===== src/rtl/perceptron_driver.sv =====
// Sequential front/back-end for the two-input perceptron: holds weights/bias,
// pairs the x1/x2 input word stream into operands and emits the indexed decision.
module perceptron_driver #(
    parameter int unsigned IDX_W = 8
) (
    input  logic             clk,
    input  logic             rst,
    input  logic             cfg_we,
    input  logic [1:0]       cfg_addr,
    input  logic [9:0]       cfg_data,
    input  logic             in_valid,
    output logic             in_ready,
    input  logic [9:0]       in_data,
    output logic [9:0]       x1,
    output logic [9:0]       x2,
    output logic [9:0]       w1,
    output logic [9:0]       w2,
    output logic [9:0]       bias,
    input  logic             y_in,
    output logic             out_valid,
    input  logic             out_ready,
    output logic             out_y,
    output logic [IDX_W-1:0] out_idx
);

    typedef enum logic [1:0] {S_X1, S_X2, S_EVAL, S_OUT} state_t;

    state_t     state, state_nxt;
    logic [9:0] cfg_w1, cfg_w2, cfg_b;
    logic [9:0] x1_stg;

    always_comb begin
        state_nxt = state;
        in_ready  = 1'b0;
        unique case (state)
            S_X1: begin
                in_ready = 1'b1;
                if (in_valid) state_nxt = S_X2;
            end
            S_X2: begin
                in_ready = 1'b1;
                if (in_valid) state_nxt = S_EVAL;
            end
            S_EVAL: state_nxt = S_OUT;
            S_OUT: begin
                if (out_ready) state_nxt = S_X1;
            end
            default: state_nxt = S_X1;
        endcase
        if (rst) in_ready = 1'b0;
    end

    always_ff @(posedge clk) begin
        if (rst) begin
            state     <= S_X1;
            cfg_w1    <= '0;
            cfg_w2    <= '0;
            cfg_b     <= '0;
            x1_stg    <= '0;
            x1        <= '0;
            x2        <= '0;
            w1        <= '0;
            w2        <= '0;
            bias      <= '0;
            out_y     <= 1'b0;
            out_valid <= 1'b0;
            out_idx   <= '0;
        end else begin
            state <= state_nxt;
            if (cfg_we) begin
                unique case (cfg_addr)
                    2'd0:    cfg_w1 <= cfg_data;
                    2'd1:    cfg_w2 <= cfg_data;
                    2'd2:    cfg_b  <= cfg_data;
                    default: ;
                endcase
            end
            if (state == S_X1 && in_valid) x1_stg <= in_data;
            // Snapshot reads the pre-edge cfg_* values, so a same-cycle write lands next sample.
            if (state == S_X2 && in_valid) begin
                x1   <= x1_stg;
                x2   <= in_data;
                w1   <= cfg_w1;
                w2   <= cfg_w2;
                bias <= cfg_b;
            end
            if (state == S_EVAL) begin
                out_y     <= y_in;
                out_valid <= 1'b1;
            end
            if (state == S_OUT && out_ready) begin
                out_valid <= 1'b0;
                out_idx   <= out_idx + IDX_W'(1);
            end
        end
    end

endmodule


===== config.mk =====
export PLATFORM = sky130hd
export DESIGN_NAME = perceptron_driver
export DESIGN_NICKNAME = d
export VERILOG_FILES = /design/src/rtl/perceptron_driver.sv
export SDC_FILE = /design/constraint.sdc
export NUM_CORES = 1
export LEC_CHECK = 0
export ABC_AREA = 1
export CAP_MARGIN = 10
export CORE_MARGIN = 10
export CORE_UTILIZATION = 53
export DETAILED_ROUTE_END_ITERATION = 8
export PLACE_DENSITY = 0.82
export RECOVER_POWER = 25
export SYNTH_ARGS = -nofsm -noshare
export SYNTH_HDL_FRONTEND = slang
export SYNTH_SLANG_ARGS = --single-unit

===== constraint.sdc =====
create_clock -name clk -period 2.15 [get_ports clk]
set_clock_uncertainty 0.05 [all_clocks]
set_input_delay 0.215 -clock clk [delete_from_list [all_inputs] [get_ports clk]]
set_output_delay 0.215 -clock clk [all_outputs]
set_load 0.02 [all_outputs]

# --- After elaboration in Yosys (flattened, before gate mapping) ---
# Cells that the tools add are included.
# Widths: inputs -> output; s select.
classes:
  add_sub_neg: 1
  n_eq_ne: 8
  muxes: 6
  reduce_logical: 11
ops:
  columns: ["operator", "n"]
  rows:
  - ["$add 8x1->8 const B", 1]
  - ["$pmux 2 s4", 1]
  - ["$eq 2x2->1 const B", 3]
  - ["$mux 2", 3]
  - ["$ne 2x2->1 const B", 3]
  - ["$reduce_and 2->1", 3]
  - ["$eq 2x1->1 const B", 2]
  - ["$logic_not 2->1", 2]
  - ["$reduce_or 2->1", 2]
  - ["$logic_and 1x1->1", 3]
  - ["$reduce_and 3->1", 1]
  - ["$mux 1", 2]
totals:
  register_bits: 102
  in_bits: 28
  out_inout_bits: 61
  word_cells: 39

# --- Depth between registers and ports, before layout ---
logic_depth:
  ltp_word: 4
  ltp_mapped: 7

# --- Worst setup path after synthesis ---
# OpenSTA, ideal clock, no wires.
synth_path:
  kind: "register to register"
  from: "register state[1]"
  to: "register bias[2]"
  setup_ns: 0.119
  t_arrival_ns: 1.084
  setup_slack_ns: 0.896
  path_stages_with_launch: 8
  n_path_buf: 1
  synth_period_minus_slack_ns: 1.254
  path_cell_list: "dfxtp_1 > inv_1 > ha_1 > nand2_2 > inv_2 > buf_4 > o21ai_0 > a21oi_1"
synth_between:
  elab_chain_len: 2
synth_lines:
  columns: ["item", "line_no", "source"]
  rows:
  - ["from (decl)", "28", "state_t state, state_nxt;"]
  - ["from (signal assigned)", "69", "state <= state_nxt;"]
  - ["$eq 2x1->1", "80", "if (state == S_X2 && in_valid) begin"]
  - ["$logic_and 1x1->1", "80", null]
  - ["to (signal assigned)", "85", "bias <= cfg_b;"]
  - ["to (decl)", "18", "output logic [9:0] bias,"]
# No other way between the ends.
# A chain may end at the register's enable or synchronous reset.

# --- Worst setup path after layout ---
layout_path:
  from: "register out_idx[3]"
  to: "output port out_idx[3]"
layout_rtl:
  columns: ["item", "line_no", "source"]
  rows:
  - ["from (decl)", "23", "output logic [IDX_W-1:0] out_idx"]
  - ["from (signal assigned)", "93", "out_idx <= out_idx + IDX_W'(1);"]
# No word-level cell between the ends.

==> results by group <==
Power
  – Switching share of power: about a third
  – Sw power: ~1800 uW
  – Comb pwr share: 31.5%
  – Total internal power: between 3000 and 4000 uW
  – Pwr dens: 1160 mW/mm^2
  – Worst vdd ir: 0.565 mV
  – Leak: 0.00196 uW
  – Flop pwr share: 42.0%
  – Clk pwr share: 26.5%

Worst setup path
  – Critical path class: flip-flop to output pin
  – Reg2Reg Launch Point: state[0]
  – CP endpoint kind: output pin
  – CP required: around 1.9 ns
  – Worst path slowest cell: clkdlybuf4s50_1
  – Crit-path max cell delay: approximately 0.65 ns
  – Cell Chain, Critical Path: clkdlybuf4s50_1
  – Crit path max fanout: 6
  – R2r setup slk: between 0.5 and 0.6 ns
  – Reg2reg end: bias[2]
  – Critical Path Sink: out_idx[3]
  – CP startpoint: out_idx[3]
  – Critical path launch point type: flip-flop
  – Delay-heaviest family, CP: buffers and inverters
  – Crit path DAT: 1.46 ns
  – Cell count of the worst reg-to-reg path: 6
  – Critical path buffers and inverters: 1
  – Critical path depth: 1

Yosys
  – Leading area contributor after synthesis: dfxtp_1
  – Yosys cell types: 21
  – Top-area cell type share of the netlist area: a little over half
  – Largest cells by area after synthesis: dfxtp_1 (55%), nor2_1 (16%), o21ai_0 (12%), a21oi_1 (3.5%), inv_1 (3.0%)
  – Syn_nets: roughly 510
  – Seq/Total Area, Yosys: a little over half
  – Yosys reg bits: slightly above 100
  – Synth warn: 0
  – Mapped cell area: between 0.003 and 0.004 mm^2
  – Post-synthesis instance total: between 400 and 500
  – Mapped Avg Cell Area: around 7.8 um^2

Finish
  – Fillers: about 560
  – Post-layout util: 72.9%
  – Multi-input gate area: 0.00141 mm^2
  – ANT cells: 0
  – Fin area: a little under 0.005 mm^2
  – Reg area: between 0.002 and 0.0025 mm^2
  – Share of cells above drive strength 1: under 10%
  – Nets@finish: a little under 600
  – Area added between synthesis and finish: 33.1%

Detailed routing
  – Vias per cell: 5.02
  – Initial DRT Pass Iterations: 5
  – DRC viols: 0
  – ANT nets after route: 0
  – Detailed Route WL: slightly above 9 mm
  – Wire per inst: about 14 um
  – Drt initial violations: roughly 200
  – Vias post-DR: about 3300

Place
  – Pre-CTS WS: about 0.44 ns
  – Port-buffer cells: 88
  – Placed Area: approximately 0.0047 mm^2
  – Post-DP HPWL: 6.58 mm
  – Gpl congestion: ~0.8

Die
  – Die Width: 104 um
  – Core Footprint: 0.00679 mm^2
  – Die Y: between 100 and 150 um
  – Top Ports: slightly below 90
  – Die area: 0.0108 mm^2
  – Initial core utilization: 54.8%
  – Rows: 30

Timing
  – Final setup viols: 0
  – Setup slack after layout: ~0.42 ns
  – Slew Limit Fails: 0
  – RSZ-0062 raised after global routing: no
  – Period utilization: 80.3%
  – Worst-Margin Slew: between 0.8 and 0.9 ns
  – Min Hold Slack: about 0.34 ns
  – Slew margin rel.: about 45%
  – Final Hold Vio Count: 0
  – Final min period: about 1.7 ns
  – Max frequency: about 0.58 GHz
  – Fin Setup TNS: 0 ns

Clock network
  – CTS H-tree depth: 3
  – Buffers inserted during post-CTS setup optimization: 0
  – Hold-fix buffers, CTS: 0
  – CTS tree: built
  – CTS max path bufs: 2
  – CTS clk-pin slew, worst paths: roughly 0.09 ns
  – Worst-skew pair later-pin latency: ~0.36 ns
  – CTS Root Buffer Type: clkbuf_8
  – Sink Count: between 100 and 150
  – Num CTS Buffers: 9

GRT
  – First-pass GRT wire length: between 15 and 20 mm
  – Grt total ovfl: 0
  – Initial antenna violation count: 0
  – GRT Overall Usage: 16.5%
  – Pin count of the biggest net entering global routing: 47
  – Vias in the first global route: about 3100

Hold path
  – Worst hold path startpoint: y_in
  – HP Class: primary input to flip-flop

Run
  – Max_cap viols: 0

Status
  – Status: complete, no violations
[cell usage in the layout, fill, tap and decap left out, types with 2 or more instances in the layout]
master	synthesis	routed
o21ai_1	4	4
buf_12	0	3
a21oi_1	26	26
ha_1	5	5
nand2_1	18	19
o21ai_0	90	90
nand3_1	10	10
clkbuf_1	9	2
dfxtp_1	102	102
inv_1	30	31
nor2_1	157	158
buf_4	3	6
clkbuf_8	0	9
clkinv_1	3	3
clkdlybuf4s50_1	0	86
bufinv_16	0	4
[power groups by stage]
| stage | clock network [uW] | registers, uW | logic, uW |
|---|---|---|---|
| 5_1_grt | 1620 | 2470 | 1990 |
| 2_1_floorplan | 0 | 2730 | 756 |
| 4_1_cts | 1540 | 2420 | 1840 |
| 3_3_place_gp | 0 | 2450 | 1770 |
| 3_5_place_dp | 0 | 2460 | 1830 |
| 6_report | 1530 | 2420 | 1810 |
[Yosys cell counts]
library cell,count
nor2_1,157
dfxtp_1,102
o21ai_0,90
inv_1,30
a21oi_1,26
nand2_1,18
buf_2,12
nand3_1,10
clkbuf_1,9
ha_1,5
o21ai_1,4
buf_4,3
clkinv_1,3
clkbuf_2,2
inv_2,2
nand2_2,2
and2_1,1
nand3b_1,1
nand4_1,1
nor2_4,1
o21a_1,1
[layer usage]
layer	part of all wire, %	up-vias	wire length, um	GRT usage [%]
li1	-	1694	-	-
met1	43	1538	3960	19.3
met2	49	83	4460	27.8
met3	5.7	14	523	4.46
met4	2.0	0	181	7.06
met5	0	-	0	0
[stage by stage]
step,total power (uW),instances
5_1_grt,6080,663
4_1_cts,5800,663
6_report,5760,663
3_3_place_gp,4220,647
3_5_place_dp,4290,647
2_1_floorplan,3490,480
[repair_timing]
action / CTS / global route
endpoints found under the setup margin: 0 / 1
endpoints found under the hold margin: 0 / 0
gates resized for setup: 0 / 1
[cell type report]
type,instances,share of cell area [%]
flip-flops and latches,102,41.2
multi-input cells,317,28.5
repair buffers,97,20.0
clock buffers,11,2.65
inverters,35,2.65
clock inverters,5,2.60
well taps,96,2.42
[worst min path at each step]
| stage | to | cells past startpoint |
|---|---|---|
| final | out_y | 3 |
| after global routing | out_y | 3 |
| after CTS | out_y | 3 |
| after detailed placement | bias[0] | 2 |
| after global placement | bias[6] | 2 |
| after floorplan | out_y | 2 |
[registers in the layout, summed over array words and instances, names as in the netlist, 2 cells and up]
register  count
cfg_w2       10
x1_stg       10
cfg_w1       10
cfg_b        10
bias         10
w2           10
x2           10
out_idx       8
w1           10
state         2
x1           10
[worst register-to-register path, stage by stage (launching register included)]
cell and delay, ns:
dfxtp_1 0.40, ha_1 0.23, nand2_2 0.08, inv_2 0.22
buf_12 0.27, o21ai_0 0.13, a21oi_1 0.15
[logic make-up after synthesis]
group / count (synthesis) / synth area share, %
AO/OA/AOI/OAI: 121 / 16.3
buffers and inverters: 61 / 6.93
flip-flops: 102 / 54.9
AND/OR/NAND/NOR: 191 / 20.2
adder cells (fa/ha/maj): 5 / 1.68
No activity file was read; power rests on OpenSTA's default activity.
